### config.mk
export PLATFORM = sky130hd
export DESIGN_NAME = game_fsm
export DESIGN_NICKNAME = d
export VERILOG_FILES = /design/src/rtl/game_pkg.sv /design/src/rtl/game_fsm_btn_edge.sv /design/src/rtl/game_fsm.sv
export SDC_FILE = /design/constraint.sdc
export NUM_CORES = 1
export LEC_CHECK = 0
export CAP_MARGIN = 30
export CORE_AREA = 2 2 48 50
export DETAILED_ROUTE_END_ITERATION = 8
export DIE_AREA = 0 0 50 52
export PLACE_DENSITY_LB_ADDON = 0.12
export REMOVE_ABC_BUFFERS = 1
export SYNTH_ARGS = -nofsm -noshare
export SYNTH_HDL_FRONTEND = slang
export SYNTH_SLANG_ARGS = --single-unit
### constraint.sdc
create_clock -name clk -period 2.6 [get_ports clk]
set_input_delay 0.65 -clock clk [delete_from_list [all_inputs] [get_ports clk]]
set_output_delay 0.65 -clock clk [all_outputs]
set_load 0.01 [all_outputs]
### src/rtl/game_pkg.sv
// Shared game definitions: state encoding and scoring thresholds used by the
// controller and by the drawing stages.
package game_pkg;

    typedef enum logic [2:0] {
        IDLE   = 3'b000,
        PLAYER = 3'b001,
        DEALER = 3'b010,
        WIN    = 3'b011,
        LOSE   = 3'b100,
        DRAW   = 3'b101,
        DEAL   = 3'b110
    } state_t;

    localparam int DEALER_STAND = 17;
    localparam int BLACKJACK    = 21;
    localparam int DEAL_CARDS   = 3;

    // Opening deal order is player, dealer, player.
    function automatic logic deal_target(input logic [1:0] idx);
        return (idx == 2'd1);
    endfunction

endpackage

### src/rtl/game_fsm_btn_edge.sv
// Registered rising-edge detector for an already-synchronised button level.
module btn_edge (
    input  logic clk,
    input  logic rst,
    input  logic btn,
    output logic rise
);

    logic prev;
    logic armed;

    // The first cycle after reset only samples history, so a button held
    // through reset release never looks like a fresh press.
    always_ff @(posedge clk) begin
        if (rst) begin
            prev  <= 1'b0;
            armed <= 1'b0;
            rise  <= 1'b0;
        end else begin
            prev  <= btn;
            armed <= 1'b1;
            rise  <= armed & btn & ~prev;
        end
    end

endmodule

### src/rtl/game_fsm.sv
// Blackjack round controller: deals, handles player hit/stand, plays the
// dealer and resolves the hand, driving a one-card-at-a-time draw handshake.
module game_fsm
    import game_pkg::*;
#(
    parameter int SCORE_W = 6
) (
    input  logic               clk,
    input  logic               rst,
    input  logic               btn_start,
    input  logic               btn_hit,
    input  logic               btn_stand,
    input  logic [SCORE_W-1:0] player_score,
    input  logic [SCORE_W-1:0] dealer_score,
    input  logic               draw_ack,
    output logic               draw_req,
    output logic               draw_target,
    output logic               clear_hands,
    output logic [2:0]         state
);

    localparam logic [SCORE_W-1:0] STAND_LIM = SCORE_W'(DEALER_STAND);
    localparam logic [SCORE_W-1:0] BJ_LIM    = SCORE_W'(BLACKJACK);

    state_t     cur;
    logic [1:0] deal_cnt;
    logic       pending;
    logic       settle;
    logic       start_rise;
    logic       hit_rise;
    logic       stand_rise;

    btn_edge u_start (.clk(clk), .rst(rst), .btn(btn_start), .rise(start_rise));
    btn_edge u_hit   (.clk(clk), .rst(rst), .btn(btn_hit),   .rise(hit_rise));
    btn_edge u_stand (.clk(clk), .rst(rst), .btn(btn_stand), .rise(stand_rise));

    assign state = cur;

    // While a card is outstanding or settling, the state logic is frozen and
    // any button pulses in that window are simply dropped.
    always_ff @(posedge clk) begin
        if (rst) begin
            cur         <= IDLE;
            draw_req    <= 1'b0;
            draw_target <= 1'b0;
            clear_hands <= 1'b0;
            deal_cnt    <= 2'd0;
            pending     <= 1'b0;
            settle      <= 1'b0;
        end else begin
            clear_hands <= 1'b0;
            if (pending) begin
                if (draw_ack) begin
                    draw_req <= 1'b0;
                    pending  <= 1'b0;
                    settle   <= 1'b1;
                end
            end else if (settle) begin
                settle <= 1'b0;
            end else begin
                case (cur)
                    IDLE, WIN, LOSE, DRAW: begin
                        if (start_rise) begin
                            clear_hands <= 1'b1;
                            deal_cnt    <= 2'd0;
                            cur         <= DEAL;
                        end
                    end
                    DEAL: begin
                        if (deal_cnt == 2'(DEAL_CARDS)) begin
                            deal_cnt <= 2'd0;
                            cur      <= PLAYER;
                        end else begin
                            draw_req    <= 1'b1;
                            draw_target <= deal_target(deal_cnt);
                            pending     <= 1'b1;
                            deal_cnt    <= deal_cnt + 2'd1;
                        end
                    end
                    PLAYER: begin
                        if (player_score > BJ_LIM) begin
                            cur <= LOSE;
                        end else if (player_score == BJ_LIM) begin
                            cur <= DEALER;
                        end else if (stand_rise) begin
                            cur <= DEALER;
                        end else if (hit_rise) begin
                            draw_req    <= 1'b1;
                            draw_target <= 1'b0;
                            pending     <= 1'b1;
                        end
                    end
                    DEALER: begin
                        if (dealer_score < STAND_LIM) begin
                            draw_req    <= 1'b1;
                            draw_target <= 1'b1;
                            pending     <= 1'b1;
                        end else if (dealer_score > BJ_LIM) begin
                            cur <= WIN;
                        end else if (player_score > dealer_score) begin
                            cur <= WIN;
                        end else if (player_score < dealer_score) begin
                            cur <= LOSE;
                        end else begin
                            cur <= DRAW;
                        end
                    end
                    default: cur <= IDLE;
                endcase
            end
        end
    end

endmodule

==> results by group, run 1 <==
Routing
  – DRT Wirelength: 2.347 mm
  – ANT nets after route: 0
  – DR DRC count: 0
  – Per-cell routed wire length: 13.49 um
  – 1st-pass router iterations: 4
  – DRT iter0 DRCs: 14
  – Vias: 964
  – Vias/cell: 5.540

Setup path
  – Crit Path Category: input port to register
  – Crit path cell chain: clkdlybuf4s50_1, inv_1, ha_1, a21oi_1, nand2_1, a221o_1, a211o_1, o2111a_1
  – Crit-path max cell delay: 0.51 ns
  – Critical-path top delay cell: clkdlybuf4s50_1
  – Critical path capture point type: register
  – CP arrival: 2.51 ns
  – Worst Reg2Reg Path Length in Cells: 5
  – CP required: 2.79 ns
  – FF-to-FF Start: state[1]
  – Start point of the critical path: dealer_score[4]
  – Startpoint class of the critical path: input port
  – FF-to-FF End: deal_cnt[0]
  – CP max FO: 3
  – R2r setup slk: 0.83 ns

Logic synthesis
  – Ys async rst share: 0%
  – Synth top area cells: dfxtp_1 33%, ha_1 9.8%, a21oi_1 5.4%, nor2b_1 4.3%, inv_1 4.1%
  – Synth top area share: 33.42%
  – Netlist cell types: 40
  – Post-synthesis sequential area ratio: 33.42%
  – Post-Syn Instances: 122
  – Syn_area_per_cell: 8.348 um^2
  – EDFF count, synth: 0
  – Ys Warns: 0
  – Synthesized area: 0.001018 mm^2
  – FF+latch count, synth: 17
  – Top_reg_cell synth: dfxtp_1
  – Leading area contributor after synthesis: dfxtp_1

STA
  – Final-report setup violation count: 0
  – Worst rel slew slack: 63.95%
  – Setup TNS: 0 ns
  – Final Max Slew Viols: 0
  – Max Freq: 430.1 MHz
  – Slack of the critical path: 0.2749 ns
  – Worst Skew: 0.01284 ns
  – Tcrit/Tclk final: 89.43%
  – Fin crit period: 2.325 ns
  – Final Hold Viols: 0
  – RSZ-0062 raised after global routing: no
  – Worst-Margin Slew: 0.5401 ns
  – WHS: 0.4688 ns

Final layout
  – Final net count: 173
  – Proportion of layout cells with a drive suffix above 1: 4.795%
  – Area Growth Syn to Fin: 27.52%
  – Final Util: 61.68%
  – Fin cells: 174
  – Ant. Diodes: 0

Power and ir drop
  – Clk pwr share: 17.1%
  – Gate power share: 39.1%
  – Sw Pwr: 0.2973 mW
  – Switch share: 36.44%
  – Leakage: 0.5500 nW
  – VDD IR max: 0.4056 mV
  – PD cells: 628.2 mW/mm^2
  – Share of power burned in registers: 43.9%
  – Cell internal pwr: 0.5186 mW

Floorplanning
  – Die width: 50 um
  – Die area: 0.002600 mm^2
  – Die H: 52 um
  – Core area: 0.002106 mm^2
  – Row Count: 17
  – Initial core utilization: 48.37%
  – IO Count: 24

Place
  – IO buf count: 23
  – Hpwl dp: 1.868 mm
  – Placed Instances: 170
  – Gpl congestion: 0.9312
  – Pre-CTS setup slack: -0.03464 ns

Global routing
  – Pin count of the biggest net entering global routing: 19
  – GRT Overall Usage: 19.78%
  – Vias in the first global route: 916
  – Gr ovfl total: 0
  – Antenna violations before repair: 0
  – First-pass GRT wire length: 3.995 mm

Min path
  – Hold depth: 2
  – Hold Crit Start: draw_target
  – Hold Crit Class: register to register
  – Hold Path End: draw_target

Clocking
  – Hold Buf Count CTS: 0
  – Setup bufs post-CTS: 0
  – Total clock buffers created by CTS: 3
  – Longest Clk Path Bufs: 2
  – Root cell of the clock tree: clkbuf_4
  – H-tree Lvls: 1
  – Worst skew pair latency: 0.29 ns
  – Clock sink count: 17
  – Clock Pin Slew Worst Setup and Hold Paths: 0.10 ns
  – CTS tree: built
  – CTS resizes: 0

Outcome
  – Status: finished clean

Run
  – MaxCap Viol Count: 0
## synthesized netlist by cell type (2+ instances only)
library cell	instances
o21ai_0	2
dfxtp_1	17
inv_1	11
nand2_1	7
ha_1	8
nor2_1	10
o21ai_1	4
a21oi_1	11
a31oi_1	3
nand2b_1	2
buf_2	3
and3b_1	4
nand3_1	7
nor2b_1	7
## area by class of cell
cell class / instances / area, um^2
fillers: 210 / 807.0
clock buffers: 4 / 26.28
well taps: 28 / 35.03
inverters: 11 / 41.29
multi-input cells: 90 / 618.1
repair buffers: 24 / 237.7
flip-flops and latches: 17 / 340.3
## power groups by stage
stage	clock network, mW	logic, mW	registers (mW)
after detailed placement	0	0.317	0.362
after floorplan	0	0.192	0.354
after global placement	0	0.314	0.361
final	0.139	0.319	0.358
after CTS	0.145	0.319	0.356
after global routing	0.154	0.351	0.367
## logic make-up after synthesis
kind of cell               count (synthesis)  share of synthesized area (%)
DFF                                       17                          33.42
and+or+nand+nor                           47                          26.29
muxes                                      1                         0.9828
adders and majority gates                  8                          9.828
buffers and inverters                     15                          5.896
AOI/OAI and AO/OA                         34                          23.59
## metrics by stage
stage                     cell area [um^2]  power, mW
after floorplan                      999.7     0.5459
after global placement                1272     0.6746
after detailed placement              1272     0.6794
after CTS                             1299     0.8207
after global routing                  1299     0.8724
final                                 1299     0.8159
## per-layer routing
layer | part of all wire, % | global-route usage, % | up-vias | routed length, um
met5 | 0 | 0 | - | 0
met4 | 1.1 | 6.944 | 0 | 25
met1 | 45 | 23.71 | 450 | 1056
li1 | - | - | 489 | -
met3 | 3.3 | 2.299 | 4 | 77
met2 | 51 | 36.18 | 21 | 1187
## critical path, delay by kind of cell
kind	cells	cell delay [ns]
AO/OA/AOI/OAI	4	0.90
buffers and inverters	2	0.58
adder cells (fa/ha/maj)	1	0.31
AND/OR/NAND/NOR	1	0.07
## layout by cell type (no fill, tap or decap), drive strengths merged, types with 2 or more instances in the layout
cell type      Yosys  layout
a31oi              3       3
ha                 8       8
dfxtp             17      17
nand3              7       7
clkbuf             1       4
inv               11      11
o21ai              6       6
a21oi             12      12
and3b              4       4
nor2              10      10
clkdlybuf4s50      0      23
nand2              7       7
nor2b              7       7
nand2b             2       2
## worst max-delay path by stage
stage,slack (ns),depth (start not counted),end
final,0.27,8,state[1]
after global routing,0.21,8,state[1]
after CTS,0.29,8,state[1]
after detailed placement,-0.03,8,state[1]
after global placement,0.04,7,state[1]
after floorplan,0.61,7,state[1]
## sequential cells by signal (all words and copies together), names as in the netlist
name and flops:
u_hit.armed 1, u_stand.prev 1, u_hit.prev 1, state 3
deal_cnt 2, u_hit.rise 1, u_stand.rise 1, pending 1
u_start.rise 1, draw_req 1, draw_target 1, u_start.prev 1
clear_hands 1, settle 1
(Power assumes the default switching activity.)
==> run 2, diff against run 1 <==
Settings changed: CTS_BUF_LIST set to sky130_fd_sc_hd__clkbuf_16, PLACE_DENSITY set to 0.79, PLACE_DENSITY_LB_ADDON 0.12 to not set.
==> run 2 against run 1 <==
Fmax is 2.1% lower. Combinational power is 10% higher. Global-route usage up 0.75 points. Via count grew 1.7%. Die area unchanged. First-iteration DRC count increased by 43%. Register-to-register slack improved by 0.04 ns. Non-clock buffer count grew 3. Critical path depth unchanged. Sequential share of layout area shrank 1.5 points. Flip-flop and latch count unchanged.
==> results by group, run 2 (synthesis results as in run 1) <==
Final layout
  – Proportion of layout cells with a drive suffix above 1: 7.383% (+2.6 points)
  – Most frequent cells in the layout: 23 x clkdlybuf4s50_1, 17 x dfxtp_1, 11 x inv_1, 11 x a21oi_1, 10 x nor2_1
  – Area Growth Syn to Fin: 35.01%
  – Ant. Diodes: 0 (unchanged)
  – Most common cell after layout, fill and taps aside: clkdlybuf4s50_1
  – Max reg flops: 3 (unchanged)
  – Final Util: 65.30% (+3.6 points)
  – Post-route cell area: 0.001375 mm^2 (+5.9%)
  – Final net count: 176 (+1.7%)

Routing
  – DR DRC count: 0 (unchanged)
  – DRT Wirelength: 2.365 mm (+0.77%)
  – Vias: 980 (+1.7%)
  – Vias/cell: 5.537 (about the same)
  – DRT iter0 DRCs: 20 (+6)
  – ANT nets after route: 0 (unchanged)
  – Per-cell routed wire length: 13.36 um (-0.94%)
  – 1st-pass router iterations: 5 (+1)

Clocking
  – CTS tree: built
  – H-tree Lvls: 1 (unchanged)
  – Worst skew pair latency: 0.24 ns (-0.05 ns)
  – Clock Pin Slew Worst Setup and Hold Paths: 0.05 ns (-0.05 ns)
  – CTS resizes: 0 (unchanged)
  – Hold Buf Count CTS: 0 (unchanged)
  – Longest Clk Path Bufs: 2 (unchanged)
  – Clock sink count: 17 (unchanged)
  – Setup bufs post-CTS: 0 (unchanged)
  – Root cell of the clock tree: clkbuf_16
  – Total clock buffers created by CTS: 3 (unchanged)

Power and ir drop
  – Switch share: 32.26% (-4.2 points)
  – Share of power burned in registers: 34.0% (-9.9 points)
  – Clk pwr share: 30.6% (+13 points)
  – PD cells: 723.3 mW/mm^2 (+15%)
  – Leakage: 0.5907 nW (+7.4%)
  – VDD IR max: 0.5657 mV (+39%)
  – Cell internal pwr: 0.6737 mW (+30%)
  – Gate power share: 35.4% (-3.7 points)
  – Sw Pwr: 0.3209 mW (+7.9%)
  – Post-layout power: 0.9946 mW (+22%)

Setup path
  – CP required: 2.74 ns (-0.05 ns)
  – R2r setup slk: 0.87 ns (+0.04 ns)
  – FF-to-FF Start: state[0]
  – Startpoint class of the critical path: input port
  – Critical path capture point type: register
  – Crit Path Category: input port to register
  – Cell family with most CP delay: compound AO/OA/AOI/OAI gates
  – Crit-path max cell delay: 0.51 ns (about the same)
  – Crit path cell chain: clkdlybuf4s50_1, inv_1, ha_1, a21oi_1, nand2_1, a221o_1, a211o_1, o2111a_1
  – CP arrival: 2.51 ns (about the same)
  – CP Buf/Inv Count: 2 (unchanged)
  – Start point of the critical path: dealer_score[4]
  – CP max FO: 3 (unchanged)
  – Critical-path top delay cell: clkdlybuf4s50_1

STA
  – Tcrit/Tclk final: 91.36% (+1.9 points)
  – Final Max Slew Viols: 0 (unchanged)
  – WHS: 0.4494 ns (-0.01949 ns)
  – Setup TNS: 0 ns (unchanged)
  – Final Hold Viols: 0 (unchanged)
  – Worst-Margin Slew: 0.4130 ns (-0.1271 ns)
  – Fin crit period: 2.375 ns (+0.05012 ns)
  – Worst rel slew slack: 72.38% (+8.4 points)
  – Worst Skew: 0.0007835 ns (-0.01206 ns)
  – Max Freq: 421.0 MHz (-2.1%)
  – Final-report setup violation count: 0 (unchanged)
  – RSZ-0062 raised after global routing: no

Min path
  – Hold Crit Start: draw_target
  – Hold Crit Class: register to register

Place
  – Gpl congestion: 0.8627 (-7.4%)
  – Hpwl dp: 1.795 mm (-4.0%)
  – DP Area: 0.001295 mm^2 (+1.8%)
  – IO buf count: 23 (unchanged)

Global routing
  – Grt met1 use: 26.07% (+2.4 points)
  – Gr ovfl total: 0 (unchanged)
  – GRT busiest layer: met2
  – First-pass GRT wire length: 4.057 mm (+1.6%)
  – Antenna violations before repair: 0 (unchanged)
  – M3 GR Usage: 4.310% (+2.0 points)
  – Pin count of the biggest net entering global routing: 18 (-1)
  – GRT Overall Usage: 20.53% (+0.75 points)
  – GR Util met2: 35.09% (-1.1 points)
  – Vias in the first global route: 946 (+3.3%)

Run
  – MaxCap Viol Count: 0 (unchanged)

Floorplanning
  – Die width: 50 um (unchanged)
  – Die area: 0.002600 mm^2 (unchanged)
  – Die H: 52 um (unchanged)
  – IO Count: 24 (unchanged)
  – Row Count: 17 (unchanged)
  – Initial core utilization: 48.37% (unchanged)
  – Core area: 0.002106 mm^2 (unchanged)

Outcome
  – Status: finished clean
[run 2: cell count changes in the layout (fill, tap and decap cells not counted)]
cell | previous run | this run
clkbuf_1 | 1 | 0
buf_4 | 1 | 4
clkbuf_4 | 3 | 0
clkinv_2 | 0 | 1
clkbuf_16 | 0 | 3
[run 2: per-layer routing]
| metal | share of wire, % | vias up |
|---|---|---|
| met5 | 0 | - |
| met4 | 0.51 | 0 |
| met3 | 6.6 | 2 |
| met2 | 48 | 41 |
| met1 | 45 | 443 |
| li1 | - | 494 |
[run 2: metrics by stage]
step / std cells / setup WS, ns
4_1_cts: 177 / 0.2485
6_report: 177 / 0.2248
3_5_place_dp: 173 / -0.02088
2_1_floorplan: 118 / 0.6129
3_3_place_gp: 173 / 0.06038
5_1_grt: 177 / 0.1551
[run 2: tightest hold or removal path, cell delays in order, from the launching register on]
cell and delay, ns:
dfxtp_1 0.30, nand2_1 0.05, o21ai_1 0.05
[run 2: worst paths after layout]
path                      end  depth (start not counted)
setup / recovery     state[1]                          8
hold / removal    draw_target                          2
setup reg to reg     state[2]                          4
hold reg to reg   draw_target                          2
[run 2: layout make-up]
| type | count | area [um^2] |
|---|---|---|
| Clock buffer | 3 | 75.07 |
| Clock inverter | 1 | 5.005 |
| Fill cell | 171 | 730.7 |
| Inverter | 11 | 41.29 |
| Multi-Input combinational cell | 90 | 618.1 |
| Sequential cell | 17 | 340.3 |
| Tap cell | 28 | 35.03 |
| Timing Repair Buffer | 27 | 260.3 |
[run 2: power groups by stage]
stage	clock network (mW)	logic, mW	registers, mW
floorplan	0	0.192	0.354
global placement	0	0.341	0.340
detailed placement	0	0.345	0.342
CTS	0.310	0.350	0.337
global route	0.319	0.387	0.343
finish	0.304	0.352	0.338
==> run 3, diff against run 2 <==
==> constraint.sdc (replaced) <==
create_clock -name clk -period 2.6 [get_ports clk]
set_input_delay 0.65 -clock clk [delete_from_list [all_inputs] [get_ports clk]]
set_output_delay 0.65 -clock clk [all_outputs]
set_load 0.1 [all_outputs]
==> run 3 against run 2 <==
Clock skew hardly changed. Clock power is 1% higher. Wire length is 2.9% lower. Non-clock buffer count is 1 lower. Global-route usage is 0.11 points higher. Register-to-register slack worse by 0.04 ns. Sequential share of layout area is 0.41 points higher. Final area is 1.6% lower. Utilization is 1.1 points lower. Largest cell class unchanged.
==> results by group, run 3 (synthesis results as in run 1) <==
Routing
  – DR DRC count: 0 (unchanged)
  – DRT Wirelength: 2.296 mm (-2.9%)
  – Vias/cell: 5.602 (+1.2%)
  – 1st-pass router iterations: 4 (-1)
  – ANT nets after route: 0 (unchanged)
  – Vias: 986 (+0.61%)
  – DRT iter0 DRCs: 17 (-15%)
  – Per-cell routed wire length: 13.05 um (-2.4%)

STA
  – Worst rel slew slack: 64.34% (-8.0 points)
  – Max Freq: 422.6 MHz (+0.37%)
  – RSZ-0062 raised after global routing: no
  – Worst-Margin Slew: 0.5342 ns (+0.1212 ns)
  – Final Hold Viols: 0 (unchanged)
  – Final-report setup violation count: 0 (unchanged)
  – Final Max Slew Viols: 0 (unchanged)
  – Tcrit/Tclk final: 91.02% (-0.34 points)
  – Fin crit period: 2.366 ns (-0.008830 ns)
  – Worst Skew: 0.001128 ns (+0.0003450 ns)

Global routing
  – Antenna violations before repair: 0 (unchanged)
  – Vias in the first global route: 963 (+1.8%)
  – Gr ovfl total: 0 (unchanged)
  – Pin count of the biggest net entering global routing: 19 (+1)
  – First-pass GRT wire length: 4.091 mm (+0.84%)
  – GRT Overall Usage: 20.64% (+0.11 points)

Clocking
  – CTS resizes: 0 (unchanged)
  – Total clock buffers created by CTS: 3 (unchanged)
  – Worst skew pair latency: 0.25 ns (about the same)
  – Hold Buf Count CTS: 0 (unchanged)
  – Clock sink count: 17 (unchanged)
  – Root cell of the clock tree: clkbuf_16
  – Longest Clk Path Bufs: 2 (unchanged)
  – H-tree Lvls: 1 (unchanged)
  – Setup bufs post-CTS: 0 (unchanged)
  – Clock Pin Slew Worst Setup and Hold Paths: 0.05 ns (about the same)
  – CTS tree: built

Floorplanning
  – IO Count: 24 (unchanged)
  – Die H: 52 um (unchanged)
  – Row Count: 17 (unchanged)
  – Die area: 0.002600 mm^2 (unchanged)
  – Initial core utilization: 48.37% (unchanged)
  – Core area: 0.002106 mm^2 (unchanged)
  – Die width: 50 um (unchanged)

Setup path
  – Crit Path Category: input port to register
  – CP max FO: 3 (unchanged)
  – FF-to-FF Start: state[1]
  – Startpoint class of the critical path: input port
  – CP required: 2.74 ns (about the same)
  – Worst Reg2Reg Path Length in Cells: 5 (+1)
  – CP arrival: 2.51 ns (about the same)
  – Critical path capture point type: register
  – R2r setup slk: 0.83 ns (-0.04 ns)
  – FF-to-FF End: deal_cnt[0]

Place
  – Gpl congestion: 0.8438 (-2.2%)
  – IO buf count: 23 (unchanged)
  – Hpwl dp: 1.741 mm (-3.0%)
  – Placed Instances: 172 (-0.58%)

Final layout
  – Final Util: 64.23% (-1.1 points)
  – Ant. Diodes: 0 (unchanged)
  – Area Growth Syn to Fin: 32.80%
  – Fin cells: 176 (-0.56%)
  – Fillers: 176 (+2.9%)
  – Max reg flops: 3 (unchanged)
  – Proportion of layout cells with a drive suffix above 1: 10.81% (+3.4 points)
  – Final net count: 175 (-0.57%)
  – Multi-input gate area: 618.1 um^2 (unchanged)
  – Seq. cell area: 340.3 um^2 (unchanged)
  – Most frequent cells in the layout: 17 x dfxtp_1, 17 x clkdlybuf4s50_1, 11 x inv_1, 11 x a21oi_1, 10 x nor2_1

Power and ir drop
  – Share of power burned in registers: 31.4% (-2.6 points)
  – Clk pwr share: 27.3% (-3.3 points)
  – Cell internal pwr: 0.6591 mW (-2.2%)
  – Sw Pwr: 0.4691 mW (+46%)
  – PD cells: 834.1 mW/mm^2 (+15%)
  – Switch share: 41.58% (+9.3 points)
  – VDD IR max: 0.5369 mV (-5.1%)
  – Leakage: 0.5965 nW (+0.99%)
  – Gate power share: 41.3% (+5.9 points)

Outcome
  – Status: finished clean

Run
  – MaxCap Viol Count: 0 (unchanged)

Min path
  – Hold depth: 2 (unchanged)
  – Hold Crit Class: register to register
  – Hold Crit Start: draw_target
  – Hold Path End: draw_target
## run 3: area by class of cell
cell class,count,area share (%)
clock buffers,3,5.550
flip-flops and latches,17,25.16
multi-input cells,90,45.70
inverters,11,3.053
repair buffers,26,17.58
well taps,28,2.590
clock inverters,1,0.3700
## run 3: power by group through the flow
stage                     combinational (mW)  clock, mW  sequential [mW]
after floorplan                        0.194          0            0.505
after global placement                 0.457          0            0.358
after detailed placement               0.462          0            0.359
after CTS                              0.466      0.314            0.353
after global routing                   0.503      0.328            0.364
final                                  0.466      0.308            0.354
## run 3: how the worst max path moves through the flow
stage | from | to | slack [ns] | depth (start not counted)
finish | dealer_score[4] | state[1] | 0.23 | 8
global route | dealer_score[4] | state[1] | 0.18 | 8
CTS | dealer_score[4] | state[1] | 0.25 | 8
detailed placement | dealer_score[4] | state[1] | -0.01 | 8
global placement | dealer_score[4] | state[1] | 0.06 | 8
floorplan | state[0] | state[2] | 0.41 | 4
## run 3: per-layer routing
| layer | global-route usage, % | part of all wire, % | vias to the layer above |
|---|---|---|---|
| met5 | 0 | 0 | - |
| met4 | 9.722 | 2.1 | 0 |
| met3 | 5.172 | 5.5 | 9 |
| met2 | 33.99 | 47 | 28 |
| met1 | 25.13 | 46 | 452 |
| li1 | - | - | 497 |
## run 3: per-stage QoR
stage | cell area (um^2) | setup slack (ns) | TNS (ns) | power [mW] | hold WS [ns]
finish | 1353 | 0.2336 | 0 | 1.128 | 0.4510
global route | 1353 | 0.1785 | 0 | 1.195 | 0.5013
CTS | 1353 | 0.2491 | 0 | 1.134 | 0.4521
detailed placement | 1272 | -0.01389 | -0.01389 | 0.8204 | 0.4433
global placement | 1272 | 0.05885 | 0 | 0.8149 | 0.4415
floorplan | 999.7 | 0.4148 | 0 | 0.6989 | 0.4643
## run 3: critical path: stages
cell and delay [ns]:
clkdlybuf4s50_1 0.50, inv_1 0.07, ha_1 0.30, a21oi_1 0.14, nand2_1 0.08, a221o_1 0.38
a211o_1 0.26, o2111a_1 0.12
